$ cat config.mk
export PLATFORM = sky130hd
export DESIGN_NAME = lcg_accum_flat
export DESIGN_NICKNAME = d
export VERILOG_FILES = /design/src/rtl/lcg_accum_if.sv /design/src/rtl/lcg_accum.sv /design/src/flat_wrapper.sv
export SDC_FILE = /design/constraint.sdc
export NUM_CORES = 1
export LEC_CHECK = 0
export BUFFER_PORTS_ARGS = -buffer_cell sky130_fd_sc_hd__buf_2
export CORE_ASPECT_RATIO = 1.75
export CORE_MARGIN = 2
export CORE_UTILIZATION = 60
export DETAILED_ROUTE_END_ITERATION = 6
export MAX_ROUTING_LAYER = met4
export PLACE_DENSITY = 0.91
export SLEW_MARGIN = 0
export SYNTH_ARGS = -nofsm -noshare
export SYNTH_HDL_FRONTEND = slang
export SYNTH_SLANG_ARGS = --single-unit
$ cat constraint.sdc
create_clock -name CLK -period 3.9 [get_ports CLK]
set_input_delay 0.585 -clock CLK [delete_from_list [all_inputs] [get_ports CLK]]
set_output_delay 0.585 -clock CLK [all_outputs]
set_load 0.05 [all_outputs]
$ cat src/rtl/lcg_accum_if.sv
// lcg_accum_if: start/busy/done handshake and data bus for the LCG sample accumulator.
//   master (requester): drives start, number, sat_mode, seed_load, seed_in;
//                       observes busy, rnd, rnd_valid, sum, overflow, done.
//   slave  (lcg_accum): the mirror image of master.
interface lcg_accum_if #(
    parameter int WIDTH     = 16,
    parameter int SUM_WIDTH = 16,
    parameter int CNT_WIDTH = 12
);
    logic                 start;
    logic [CNT_WIDTH-1:0] number;
    logic                 sat_mode;
    logic                 seed_load;
    logic [WIDTH-1:0]     seed_in;
    logic                 busy;
    logic [WIDTH-1:0]     rnd;
    logic                 rnd_valid;
    logic [SUM_WIDTH-1:0] sum;
    logic                 overflow;
    logic                 done;

    modport master (
        output start, number, sat_mode, seed_load, seed_in,
        input  busy, rnd, rnd_valid, sum, overflow, done
    );

    modport slave (
        input  start, number, sat_mode, seed_load, seed_in,
        output busy, rnd, rnd_valid, sum, overflow, done
    );
endinterface

$ cat src/rtl/lcg_accum.sv
// lcg_accum: LCG x' = (A*x + B) mod 2^WIDTH with shift-add multiply and wrap/saturate sample accumulator.
//   CLK   : clock, all state changes on the rising edge
//   RST_n : asynchronous active-low reset
//   bus   : lcg_accum_if.slave (start/number/sat_mode/seed_load/seed_in in;
//           busy/rnd/rnd_valid/sum/overflow/done out)
module lcg_accum #(
    parameter int WIDTH     = 16,
    parameter int SUM_WIDTH = 16,
    parameter int CNT_WIDTH = 12,
    parameter int A         = 3,
    parameter int A_BITS    = 2,
    parameter int B         = 3,
    parameter int SEED      = 2633
) (
    input logic        CLK,
    input logic        RST_n,
    lcg_accum_if.slave bus
);
    localparam int JW = (A_BITS > 1) ? $clog2(A_BITS) : 1;
    localparam logic [A_BITS-1:0] A_V = A_BITS'(A);

    typedef enum logic [1:0] {IDLE, MUL, STEP, DONE} state_t;

    state_t               state, nxt;
    logic [WIDTH-1:0]     x_state, acc, x_next;
    logic [JW-1:0]        j;
    logic [CNT_WIDTH-1:0] count, num_r;
    logic                 sat_r;
    logic [WIDTH-1:0]     rnd;
    logic                 rnd_valid;
    logic [SUM_WIDTH-1:0] sum, sum_next;
    logic [SUM_WIDTH:0]   wide;
    logic                 overflow;
    logic                 last_bit, last_sample;

    assign x_next      = acc + WIDTH'(B);
    assign wide        = {1'b0, sum} + (SUM_WIDTH+1)'(x_next);
    // A saturated sum stays at max: any nonzero addend carries again, zero leaves it alone.
    assign sum_next    = (wide[SUM_WIDTH] && sat_r) ? '1 : wide[SUM_WIDTH-1:0];
    assign last_bit    = (j == JW'(A_BITS - 1));
    assign last_sample = (count + 1'b1 == num_r);

    always_ff @(posedge CLK or negedge RST_n) begin
        if (!RST_n)
            state <= IDLE;
        else
            state <= nxt;
    end

    always_comb begin
        nxt = state;
        case (state)
            IDLE: nxt = bus.start ? ((bus.number == '0) ? DONE : MUL) : IDLE;
            MUL:  nxt = last_bit ? STEP : MUL;
            STEP: nxt = last_sample ? DONE : MUL;
            DONE: nxt = IDLE;
            default: nxt = IDLE;
        endcase
    end

    always_ff @(posedge CLK or negedge RST_n) begin
        if (!RST_n) begin
            x_state   <= WIDTH'(SEED);
            acc       <= '0;
            j         <= '0;
            count     <= '0;
            num_r     <= '0;
            sat_r     <= 1'b0;
            rnd       <= '0;
            rnd_valid <= 1'b0;
            sum       <= '0;
            overflow  <= 1'b0;
        end else begin
            rnd_valid <= 1'b0;
            case (state)
                IDLE: begin
                    // The seed lands before the first MUL cycle, so a same-cycle start uses it.
                    if (bus.seed_load)
                        x_state <= bus.seed_in;
                    if (bus.start) begin
                        sum      <= '0;
                        overflow <= 1'b0;
                        count    <= '0;
                        acc      <= '0;
                        j        <= '0;
                        num_r    <= bus.number;
                        sat_r    <= bus.sat_mode;
                    end
                end
                MUL: begin
                    acc <= acc + (A_V[j] ? (x_state << j) : '0);
                    j   <= j + 1'b1;
                end
                STEP: begin
                    x_state   <= x_next;
                    rnd       <= x_next;
                    rnd_valid <= 1'b1;
                    sum       <= sum_next;
                    overflow  <= overflow | wide[SUM_WIDTH];
                    count     <= count + 1'b1;
                    acc       <= '0;
                    j         <= '0;
                end
                default: ;
            endcase
        end
    end

    assign bus.busy      = (state == MUL) || (state == STEP);
    assign bus.done      = (state == DONE);
    assign bus.rnd       = rnd;
    assign bus.rnd_valid = rnd_valid;
    assign bus.sum       = sum;
    assign bus.overflow  = overflow;
endmodule

$ cat src/flat_wrapper.sv
// flat-port wrapper written by rule: the top's interface ports become plain ports
module lcg_accum_flat 
#(
    parameter int WIDTH     = 16,
    parameter int SUM_WIDTH = 16,
    parameter int CNT_WIDTH = 12,
    parameter int A         = 3,
    parameter int A_BITS    = 2,
    parameter int B         = 3,
    parameter int SEED      = 2633
)
  (CLK, RST_n, bus_start, bus_number, bus_sat_mode, bus_seed_load, bus_seed_in, bus_busy, bus_rnd, bus_rnd_valid, bus_sum, bus_overflow, bus_done);
  lcg_accum_if #(.WIDTH(WIDTH), .SUM_WIDTH(SUM_WIDTH), .CNT_WIDTH(CNT_WIDTH)) bus_i ();
  input logic CLK;
  input logic RST_n;
  input wire logic [$bits(bus_i.start)-1:0] bus_start;
  input wire logic [$bits(bus_i.number)-1:0] bus_number;
  input wire logic [$bits(bus_i.sat_mode)-1:0] bus_sat_mode;
  input wire logic [$bits(bus_i.seed_load)-1:0] bus_seed_load;
  input wire logic [$bits(bus_i.seed_in)-1:0] bus_seed_in;
  output wire logic [$bits(bus_i.busy)-1:0] bus_busy;
  output wire logic [$bits(bus_i.rnd)-1:0] bus_rnd;
  output wire logic [$bits(bus_i.rnd_valid)-1:0] bus_rnd_valid;
  output wire logic [$bits(bus_i.sum)-1:0] bus_sum;
  output wire logic [$bits(bus_i.overflow)-1:0] bus_overflow;
  output wire logic [$bits(bus_i.done)-1:0] bus_done;
  assign bus_i.start = bus_start;
  assign bus_i.number = bus_number;
  assign bus_i.sat_mode = bus_sat_mode;
  assign bus_i.seed_load = bus_seed_load;
  assign bus_i.seed_in = bus_seed_in;
  assign bus_busy = bus_i.busy;
  assign bus_rnd = bus_i.rnd;
  assign bus_rnd_valid = bus_i.rnd_valid;
  assign bus_sum = bus_i.sum;
  assign bus_overflow = bus_i.overflow;
  assign bus_done = bus_i.done;
  lcg_accum #(.WIDTH(WIDTH), .SUM_WIDTH(SUM_WIDTH), .CNT_WIDTH(CNT_WIDTH), .A(A), .A_BITS(A_BITS), .B(B), .SEED(SEED)) u_core (.CLK(CLK), .RST_n(RST_n), .bus(bus_i));
endmodule
==> qor.yml <==
routing:
  finalWirelength_um: 17100
  met3_length_um: 742
  antenna_violating_nets_post_route: 0
  m1WireLength_um: 6060
  drtPass1Iterations: 6
  post_drt_via_cell_ratio: 6.39
  drt-initial-drc-count: 382
  routed-via-count: 5524
  met2WireLength_um: 9270
  post_drt_wl_per_cell_um: 19.8
  detail_route.drc_violations: 0
  maxUsedRoutingLayer: "met4"
synthesis:
  synth_xor_area_frac: 0.0692
  yosysWarnings: 0
  synthCells: 671
  synth-adder-area-share: 0.0810
  async_flop_share: 1.00
  largest_family_of_logic_cells_by_synthesized_area: "compound AO/OA/AOI/OAI gates"
  post_synth_edffs: 0
  post_synth_mux_area_share: 0.0673
  ys_seq_area_frac: 0.380
  netlist_top_cells_area: "sky130_fd_sc_hd__dfrtp_1, sky130_fd_sc_hd__ha_1, sky130_fd_sc_hd__o21ai_0"
  post-synth-top-count-cell: "sky130_fd_sc_hd__dfrtp_1"
  synthTopCellsByCount: "sky130_fd_sc_hd__dfrtp_1, sky130_fd_sc_hd__nand2_1, sky130_fd_sc_hd__o21ai_0"
  postSynthRegisterBits: 94
  synth_compound_gate_area_share: 0.221
  synthSimpleGateAreaFrac: 0.150
  ys_dominant_reg_cell: "sky130_fd_sc_hd__dfrtp_1"
  synthesis.area_per_instance_um2: 9.25
  ys_types: 61
  mappedNetlistNets: 743
  synthesis.area_um2: 6210
  share_of_the_synthesized_area_in_the_top_cell_type: 0.359
  synth_area_leader_cell: "sky130_fd_sc_hd__dfrtp_1"
power:
  overall_power_after_layout_uw: 5260
  static-leakage-power_uw: 0.00329
  vdd.ir_drop.worst_v: 0.000382
  p_per_area_nw_per_um2: 750
critical_path:
  timing.setup.critical_path_class: "reg2reg"
  crit_fanout: 8
  critical_path_cell_sequence: "inv_1, ha_1, or3b_1, nor3_1, xnor2_1, inv_1, ha_1, a21oi_2, o21ai_0, a211oi_4, nor3_4, a221o_1"
  worstSetupEndpointType: "flip-flop"
  rr_worst_depth: 12
  crit_path_from: "u_core.acc[0]"
  critPathArrivalTime_ps: 3810
  setup.worst_path.start_class: "flip-flop"
  cp_slowest_cell: "sky130_fd_sc_hd__or3b_1"
  critPathMaxStageDelay_ps: 460
  timing.critical_path.required_ps: 4120
  worstReg2RegStart: "u_core.acc[0]"
cts:
  clock_tree.root_cell: "sky130_fd_sc_hd__clkbuf_16"
  cts_inserted_buffers: 9
  clk_latency_ps: 350
  cts_hold_buffers: 0
  postCtsSetupRepairBufs: 0
  tritoncts_num_sinks: 94
  cts_buffer_depth: 2
  htree_num_levels: 3
  worst_setup_hold_path_clk_slew_ps: 70
  cts_tree: "done"
die:
  count_of_pins_on_the_block_boundary: 69
  floorplan.rows: 49
  die_area_um2: 11200
  die_span_x_um: 80.9
  floorplan.die.height_um: 139
  floorplan.core_area_um2: 10200
  initial_util: 0.610
final_layout:
  utilization_after_layout: 0.689
  filler_cell_count: 781
  post_route_cells_drive_above_1_share: 0.204
  num-nets-final: 805
  diodes: 0
  area_delta_synth_final_pct: 13.0
timing:
  post-route-period-util: 0.920
  clock.fmax_ghz: 0.279
  finalMaxSlewViolations: 0
  finalSetupViolCount: 0
  clock-skew-final_ps: 9.31
  setup_slack_ps: 310
  layout_min_cycle_time_ps: 3590
  maxSlewHeadroom: 0.322
  setup-tns-final_ps: 0
  finalHoldViolCount: 0
  worst-slew-pin-transition_ps: 1020
  grt_setup_unrepaired: "no"
global_route:
  global_route.usage.total: 0.328
  wire_length_of_the_first_global_routing_pass_um: 27600
  grt_max_degree: 80
  antenna_found_initial: 0
  grt_overflow_total: 0
  first_global_vias: 5800
job:
  max_cap_violations: 0
worst_hold_path:
  hold_path.class: "in2async"
placed_design:
  dp_hpwl_um: 13100
  globalplace.congestion: 0.999
  io_buffer_count: 68
  dp_slack_ps: 163
outcome:
  outcome: "finished, final reports clean"
==> routing by layer <==
layer | GRT usage | vias up
li1 | - | 2566
met1 | 0.335 | 2660
met2 | 0.575 | 218
met3 | 0.0436 | 80
met4 | 0.198 | 0
met5 | - | -
==> power breakdown <==
group | total [uW] | switching [uW] | internal [uW]
combinational | 2700 | 1670 | 1030
clock | 951 | 390 | 561
sequential | 1610 | 292 | 1310
total | 5260 | 2360 | 2900
==> final timing paths <==
path,slack (ps),end
min,400,u_core.x_state[13]
max,310,u_core.bus.sum[15]
min in group CLK,480,u_core.bus.rnd[3]
min reg2reg,480,u_core.bus.rnd[3]
max in group asynchronous,2660,u_core.bus.sum[15]
max reg2reg,310,u_core.bus.sum[15]
==> cell families after synthesis <==
logic type | Yosys count
AND/OR/NAND/NOR | 192
AO/OA/AOI/OAI | 209
XOR/XNOR | 49
buffers and inverters | 50
flip-flops | 94
multiplexers | 38
adder cells (fa/ha/maj) | 39
==> sequential cells by signal, summed over array words and instances, names as in the netlist, 2 cells and up <==
name            cells
u_core.state        2
u_core.bus.sum     16
u_core.num_r       12
u_core.acc         16
u_core.x_state     16
u_core.bus.rnd     16
u_core.count       12
==> cell usage in the layout (no fill, tap or decap), types with 21 or more instances in the layout <==
master,count
sky130_fd_sc_hd__o21ai_0,68
sky130_fd_sc_hd__nand2_1,70
sky130_fd_sc_hd__buf_2,67
sky130_fd_sc_hd__nor2_1,38
sky130_fd_sc_hd__ha_1,37
sky130_fd_sc_hd__inv_1,21
sky130_fd_sc_hd__xnor2_1,32
sky130_fd_sc_hd__a21oi_1,35
sky130_fd_sc_hd__mux2_2,30
sky130_fd_sc_hd__dfrtp_1,89
==> cell type report <==
class                           instances  area (um^2)  area share
Inverter                               21         78.8      0.0112
Clock inverter                          5         83.8      0.0120
Multi-Input combinational cell        527         3670       0.523
Timing Repair Buffer                   80          433      0.0617
Clock buffer                           10          229      0.0327
Sequential cell                        94         2360       0.336
Tap cell                              127          159      0.0227
==> repair_timing <==
action	in CTS	in global routing
setup endpoints to repair	0	14
hold endpoints to repair	0	0
resized for setup	0	2
==> critical path: cells and delay by family, from the launching register on <==
kind / cells / cell delay, ps
AOI/OAI and AO/OA: 4 / 1220
buffers and inverters: 2 / 220
and+or+nand+nor: 3 / 850
DFF: 1 / 410
adders and majority gates: 2 / 520
xor gates and xnor gates: 1 / 220
==> through the flow <==
stage	instances	hold slack [ps]	instance area [um^2]
after global placement	849	456	6690
after CTS	864	437	7000
after detailed placement	849	465	6690
final	864	396	7010
after floorplan	671	289	6210
after global routing	864	479	7010
Note: power is estimated with default switching activity, not from simulation.
